$ cat src/rtl/pipe_pkg.sv
// Shared encodings for the RV32I pipeline: opcodes, branch/LSU codes,
// write-back select, and the MEM-stage handshake states.
package pipe_pkg;

    localparam logic [31:0] NOP_INST = 32'h0000_0013;

    typedef enum logic [6:0] {
        OP_LOAD   = 7'b0000011,
        OP_STORE  = 7'b0100011,
        OP_BRANCH = 7'b1100011,
        OP_JALR   = 7'b1100111,
        OP_JAL    = 7'b1101111
    } opcode_e;

    typedef enum logic [2:0] {
        F3_BEQ  = 3'b000,
        F3_BNE  = 3'b001,
        F3_BLT  = 3'b100,
        F3_BGE  = 3'b101,
        F3_BLTU = 3'b110,
        F3_BGEU = 3'b111
    } branch_f3_e;

    typedef enum logic [1:0] {
        WB_PC4 = 2'b00,
        WB_ALU = 2'b01,
        WB_LD  = 2'b10
    } wb_sel_e;

    // Load size/sign codes; stores reuse the low two bits
    typedef enum logic [2:0] {
        LSU_LB  = 3'b000,
        LSU_LH  = 3'b001,
        LSU_LW  = 3'b010,
        LSU_LBU = 3'b100,
        LSU_LHU = 3'b101
    } lsu_size_e;

    typedef enum logic [1:0] {
        ST_B = 2'b00,
        ST_H = 2'b01,
        ST_W = 2'b10
    } st_size_e;

    typedef enum logic {
        IDLE = 1'b0,
        WAIT = 1'b1
    } mem_state_e;

endpackage

$ cat src/rtl/lsu_align.sv
// Byte-lane steering for data memory: store replication/mask and
// load extraction with sign or zero extension.
module lsu_align
    import pipe_pkg::*;
(
    input  logic [1:0]  addr_lo,
    input  logic [2:0]  size,
    input  logic [31:0] st_data,
    input  logic [31:0] rdata,
    output logic [31:0] wdata,
    output logic [3:0]  bmask,
    output logic [31:0] ld_data
);

    logic [31:0] rshift;

    // NOTE: every output gets a default before the case so no path can infer a latch.
    always_comb begin
        wdata = st_data;
        bmask = 4'b0000;
        case (size[1:0])
            ST_B: begin
                wdata = {4{st_data[7:0]}};
                bmask = 4'b0001 << addr_lo;
            end
            ST_H: begin
                wdata = {2{st_data[15:0]}};
                case (addr_lo)
                    2'b00:   bmask = 4'b0011;
                    2'b10:   bmask = 4'b1100;
                    default: bmask = 4'b0000;
                endcase
            end
            ST_W: begin
                wdata = st_data;
                bmask = (addr_lo == 2'b00) ? 4'b1111 : 4'b0000;
            end
            default: begin
                wdata = st_data;
                bmask = 4'b0000;
            end
        endcase
    end

    assign rshift = rdata >> {addr_lo, 3'b000};

    always_comb begin
        ld_data = rdata;
        case (size)
            LSU_LB:  ld_data = {{24{rshift[7]}}, rshift[7:0]};
            LSU_LH:  ld_data = {{16{rshift[15]}}, rshift[15:0]};
            LSU_LBU: ld_data = {24'h000000, rshift[7:0]};
            LSU_LHU: ld_data = {16'h0000, rshift[15:0]};
            default: ld_data = rdata;
        endcase
    end

endmodule

$ cat src/rtl/memory_cycle.sv
// MEM stage of the RV32I pipeline: branch resolution, the data-memory
// req/ack handshake with pipeline stall, and the MEM/WB register.
module memory_cycle #(
    parameter int unsigned DMEM_ADDR_W = 32,
    parameter logic [31:0] NOP_INST    = pipe_pkg::NOP_INST
) (
    input  logic                   i_memory_clk,
    input  logic                   i_memory_reset,
    input  logic [31:0]            i_memory_pc,
    input  logic [31:0]            i_memory_inst,
    input  logic                   i_memory_insn_vld,
    input  logic                   i_memory_ctrl,
    input  logic                   i_memory_br_equal,
    input  logic                   i_memory_br_less,
    input  logic [31:0]            i_memory_alu_data,
    input  logic [31:0]            i_memory_rs2_data,
    input  logic                   i_memory_lsu_wren,
    input  logic [2:0]             i_memory_slt_sl,
    input  logic [1:0]             i_memory_wb_sel,
    input  logic                   i_memory_rd_wren,
    output logic                   o_dmem_req,
    output logic                   o_dmem_we,
    output logic [DMEM_ADDR_W-1:0] o_dmem_addr,
    output logic [31:0]            o_dmem_wdata,
    output logic [3:0]             o_dmem_bmask,
    input  logic                   i_dmem_ack,
    input  logic [31:0]            i_dmem_rdata,
    output logic                   o_memory_stall,
    output logic                   o_memory_flush,
    output logic [31:0]            o_memory_pc_redirect,
    output logic [31:0]            o_memory_fwd_alu_data,
    output logic [31:0]            o_memory_pc_wb,
    output logic [31:0]            o_memory_alu_data_wb,
    output logic [31:0]            o_memory_ld_data_wb,
    output logic [31:0]            o_memory_inst_wb,
    output logic [1:0]             o_memory_wb_sel_wb,
    output logic                   o_memory_rd_wren_wb,
    output logic                   o_memory_insn_vld_wb
);

    import pipe_pkg::*;

    mem_state_e  state_q;
    mem_state_e  state_d;
    logic        access;
    logic        req;
    logic        stall;
    logic        taken;
    logic        flush;
    logic [31:0] ld_data;

    assign access = i_memory_insn_vld & (i_memory_lsu_wren | (i_memory_wb_sel == WB_LD));

    // NOTE: state is updated with non-blocking assignments so every flop samples pre-edge values.
    always_ff @(posedge i_memory_clk or posedge i_memory_reset) begin
        if (i_memory_reset) begin
            state_q <= IDLE;
        end else begin
            state_q <= state_d;
        end
    end

    // Request is raised in the same cycle the access arrives; a same-cycle ack skips WAIT.
    // Reset gates the request so a held EX/MEM access cannot re-issue while reset is high.
    always_comb begin
        state_d = state_q;
        req     = 1'b0;
        case (state_q)
            IDLE: begin
                if (access) begin
                    req = 1'b1;
                    if (!i_dmem_ack) begin
                        state_d = WAIT;
                    end
                end
            end
            WAIT: begin
                req = 1'b1;
                if (i_dmem_ack) begin
                    state_d = IDLE;
                end
            end
            default: state_d = IDLE;
        endcase
        if (i_memory_reset) begin
            req = 1'b0;
        end
        stall = req & ~i_dmem_ack;
    end

    always_comb begin
        taken = 1'b0;
        case (i_memory_inst[6:0])
            OP_BRANCH: begin
                case (i_memory_inst[14:12])
                    F3_BEQ:  taken = i_memory_br_equal;
                    F3_BNE:  taken = ~i_memory_br_equal;
                    F3_BLT:  taken = i_memory_br_less;
                    F3_BGE:  taken = ~i_memory_br_less;
                    F3_BLTU: taken = i_memory_br_less;
                    F3_BGEU: taken = ~i_memory_br_less;
                    default: taken = 1'b0;
                endcase
            end
            OP_JAL, OP_JALR: taken = 1'b1;
            default:         taken = 1'b0;
        endcase
    end

    assign flush = ~i_memory_reset & i_memory_ctrl & i_memory_insn_vld & ~stall & taken;

    assign o_memory_flush        = flush;
    assign o_memory_pc_redirect  = flush ? {i_memory_alu_data[31:1], 1'b0} : 32'h0000_0000;
    assign o_memory_stall        = stall;
    assign o_memory_fwd_alu_data = i_memory_alu_data;

    assign o_dmem_req  = req;
    assign o_dmem_we   = req & i_memory_lsu_wren;
    assign o_dmem_addr = DMEM_ADDR_W'({i_memory_alu_data[31:2], 2'b00});

    lsu_align u_lsu_align (
        .addr_lo (i_memory_alu_data[1:0]),
        .size    (i_memory_slt_sl),
        .st_data (i_memory_rs2_data),
        .rdata   (i_dmem_rdata),
        .wdata   (o_dmem_wdata),
        .bmask   (o_dmem_bmask),
        .ld_data (ld_data)
    );

    // While stalled the register takes a bubble so WB never sees a half-finished access.
    always_ff @(posedge i_memory_clk or posedge i_memory_reset) begin
        if (i_memory_reset) begin
            o_memory_pc_wb       <= 32'h0000_0000;
            o_memory_alu_data_wb <= 32'h0000_0000;
            o_memory_ld_data_wb  <= 32'h0000_0000;
            o_memory_inst_wb     <= NOP_INST;
            o_memory_wb_sel_wb   <= WB_PC4;
            o_memory_rd_wren_wb  <= 1'b0;
            o_memory_insn_vld_wb <= 1'b0;
        end else begin
            o_memory_pc_wb       <= i_memory_pc;
            o_memory_alu_data_wb <= i_memory_alu_data;
            o_memory_ld_data_wb  <= ld_data;
            o_memory_wb_sel_wb   <= i_memory_wb_sel;
            if (stall) begin
                o_memory_inst_wb     <= NOP_INST;
                o_memory_rd_wren_wb  <= 1'b0;
                o_memory_insn_vld_wb <= 1'b0;
            end else begin
                o_memory_inst_wb     <= i_memory_inst;
                o_memory_rd_wren_wb  <= i_memory_rd_wren;
                o_memory_insn_vld_wb <= i_memory_insn_vld;
            end
        end
    end

endmodule
$ cat config.mk
export PLATFORM = sky130hd
export DESIGN_NAME = memory_cycle
export DESIGN_NICKNAME = d
export VERILOG_FILES = /design/src/rtl/pipe_pkg.sv /design/src/rtl/lsu_align.sv /design/src/rtl/memory_cycle.sv
export SDC_FILE = /design/constraint.sdc
export NUM_CORES = 1
export LEC_CHECK = 0
export BUFFER_PORTS_ARGS = -buffer_cell sky130_fd_sc_hd__buf_2
export CORE_AREA = 2 2 172 174
export DETAILED_ROUTE_END_ITERATION = 8
export DIE_AREA = 0 0 174 176
export PLACE_DENSITY_LB_ADDON = 0.05
export SYNTH_ARGS = -nofsm -noshare
export SYNTH_HDL_FRONTEND = slang
export SYNTH_SLANG_ARGS = --single-unit
$ cat constraint.sdc
create_clock -name i_memory_clk -period 9.7 [get_ports i_memory_clk]
set_input_delay 0.485 -clock i_memory_clk [delete_from_list [all_inputs] [get_ports i_memory_clk]]
set_output_delay 0.485 -clock i_memory_clk [all_outputs]
set_load 0.02 [all_outputs]
==> qor.tcl <==
set qor(outcome) {complete, no violations}
set qor(die_area_mm2) 0.0306
set qor(p_leak_nw) 4.41
set qor(synth_edf_count) 0
set qor(powerDensity_mw_per_mm2) 188
set qor(post-synth-top-count-cell) {dfrtp_1}
set qor(tritoncts_clock_tree) {done}
set qor(netlist.top_cell.by_area) {dfrtp_1}
set qor(finalSetupViolCount) 0
set qor(worst_path_dominant_cell_family) {simple AND/OR/NAND/NOR gates}
set qor(slew_headroom_pct) 33.8
set qor(dp_worst_setup_slack_ns) 6.95
set qor(ioPinCount) 442
set qor(drt_iter0_markers) 165
set qor(synthToLayoutAreaGrowth_pct) 47.5
set qor(synth.area.top_cells) {dfrtp_1 (58%), buf_4 (9.8%), mux2_2 (5.0%)}
set qor(placed_cells_incl_taps) 1193
set qor(port_buffers) 438
set qor(post_synth_most_frequent_cells) {dfrtp_1 (130), buf_4 (74), nor2b_1 (38), and2_1 (32), mux2_2 (25)}
set qor(seq_area_frac_synth_pct) 59.0
set qor(timing.critical_path.fanout_max) 32
set qor(grt_start_max_net_pins) 90
set qor(gp_routability_congestion) 0.809
set qor(rsz0062_at_grt) {no}
set qor(synth.top_cell.area_share_pct) 57.6
set qor(timing.critical_path.slowest_cell_delay_ns) 0.64
set qor(cp_class) {reg -> out}
set qor(die_w_um) 174
set qor(fin_skew_ns) 0.00609
set qor(design.final.nets) 1002
set qor(final_cells) 1226
set qor(first_global_vias) 4892
set qor(worstSetupStartpointType) {flip-flop}
set qor(ys_async_sr_fraction_pct) 100
set qor(max_slew.worst_pin.slew_ns) 0.987
set qor(fraction_of_layout_instances_using_a_drive_strength_above_1_pct) 61.8
set qor(drt_wl_total_mm) 22.1
set qor(reg2reg_from) {state_q}
set qor(ir_drop_v) 0.0000900
set qor(report.final.hold_viol_count) 0
set qor(post_cts_resized) 0
set qor(crit_path_top_delay_cell) {and4bb_2}
set qor(wire_length_of_the_first_global_routing_pass_mm) 32.0
set qor(achievable-frequency_mhz) 382
set qor(ys.warnings.count) 0
set qor(die-height_um) 176
set qor(n_fill_cell) 3084
set qor(clk_pin_slew_worst_paths_ns) 0.07
set qor(cap_viol_max_count) 0
set qor(fin_setup_tns_ns) 0
set qor(r2r_slack_ns) 8.39
set qor(post-route-period-util_pct) 27.0
set qor(finalWorstSetupSlack_ns) 7.08
set qor(antenna_violating_nets_post_route) 0
set qor(initial_cell_density_of_the_core_pct) 19.8
set qor(reg2reg_to) {o_memory_inst_wb[1]}
set qor(worstPathRequired_ns) 9.22
set qor(globalRouteOverflowTotal) 0
set qor(type_of_the_most_critical_hold_path) {in -> reg}
set qor(yosys_most_used_dff) {dfrtp_1}
set qor(synth.cell_area_mm2) 0.00564
set qor(postCtsSetupBuffers) 0
set qor(finish.utilization_pct) 29.2
set qor(syn_area_per_cell_um2) 12.2
set qor(detail_route.wl_per_cell_um) 18.0
set qor(hold_buffers) 0
set qor(clock_insertion_delay_worst_skew_ns) 0.41
set qor(report.final.slew_viol_count) 0
set qor(critical_path_cell_count) 4
set qor(yosys.cell_types.count) 48
set qor(cp_cell_sequence) {o41ai_2 > and4bb_2 > and2_1 > buf_2}
set qor(final.hold.worst_slack_ns) 0.173
set qor(cts.htree.levels) 4
set qor(fin_total_pwr_mw) 1.57
set qor(critical_path.endpoint_type) {output pin}
set qor(ctsRootBufferMaster) {clkbuf_16}
set qor(multi_input_area_mm2) 0.00165
set qor(via_count) 4711
set qor(critPathLaunch) {state_q}
set qor(floorplan.rows) 62
set qor(critical_path.endpoint) {o_memory_pc_redirect[30]}
set qor(grt_antenna_before_repair) 4
set qor(synth_seq_cells) 133
set qor(first_pass_iters) 5
set qor(final.min_clock_period_ns) 2.62
set qor(synthCells) 462
set qor(detail_route.drc_violations) 0
set qor(timing.critical_path.buf_inv) 1
set qor(overall_track_demand_over_capacity_in_global_routing_pct) 14.2
set qor(worst_case_reg_to_reg_path_depth) 4
set qor(dpl-instance-area_mm2) 0.00770
set qor(drt-vias-per-instance) 3.84
set qor(clock-sinks) 133
set qor(place_hpwl_mm) 17.4
set qor(cts.path.max_buffers) 2
set qor(area.sequential_mm2) 0.00333
set qor(critical_path_arrival_ns) 2.13
set qor(post-route-cell-area_mm2) 0.00832
set qor(coreArea_mm2) 0.0285
set qor(cts-buffers-inserted) 17
## cell type report
class	count	share of cell area, %
tap	384	5.77
sequential	133	40.0
timing repair buffer	441	26.6
antenna	1	0.0301
inverter	4	0.241
clock inverter	14	2.29
clock buffer	18	5.16
multi-input combinational	231	19.9
## flip-flops by register name, summed over array words and instances (netlist names)
| register | count |
|---|---|
| o_memory_inst_wb | 32 |
| o_memory_alu_data_wb | 32 |
| o_memory_pc_wb | 32 |
| state_q | 1 |
| o_memory_ld_data_wb | 32 |
| o_memory_wb_sel_wb | 2 |
| o_memory_rd_wren_wb | 1 |
| o_memory_insn_vld_wb | 1 |
## cell usage in the layout, fill, tap and decap left out, types with 6 or more instances in the layout
master and instances:
buf_2 438, dfrtp_1 130, nor2b_1 38, and2_1 32, mux2_2 25, nand2_1 23, o21ai_0 17, clkbuf_16 17
a21o_1 15, mux2i_1 9, a22oi_1 8, a21oi_1 8, a32oi_1 6, a21o_2 6
## cell families (layout without fill, tap and decap cells)
group           after synthesis  after routing  share of synthesized area (%)
buf+inv                     100            477                           11.9
compound gates               73             73                           9.42
other cells                   1              4                         0.0664
flops                       133            133                           59.0
mux                          35             35                           6.98
xor+xnor                      1              1                          0.155
simple gates                119            119                           12.4
## power breakdown
part,switching [mW],internal [mW]
clock,0.278,0.414
combinational,0.181,0.0966
sequential,0.00850,0.591
## worst min path at each step
stage	slack [ns]	from	cells after the start	end
6_report	0.17	i_memory_pc[4]	1	o_memory_pc_wb[4]
5_1_grt	0.14	i_memory_pc[11]	1	o_memory_pc_wb[11]
4_1_cts	0.15	i_memory_pc[3]	1	o_memory_pc_wb[3]
3_5_place_dp	0.51	state_q	1	o_memory_insn_vld_wb
3_3_place_gp	0.49	state_q	1	o_memory_insn_vld_wb
2_1_floorplan	0.46	state_q	1	o_memory_insn_vld_wb
## layer usage
metal  share of wire (%)  vias to the layer above  wire length, um  global-route usage, %
li1                    -                     2198                -                      -
met1                  40                     2239             8780                   16.6
met2                  51                      257            11200                   24.7
met3                 8.6                       13             1900                   5.21
met4                0.80                        4              177                   3.29
met5                0.14                        -               30                      0
No activity file was read; power rests on OpenSTA's default activity.
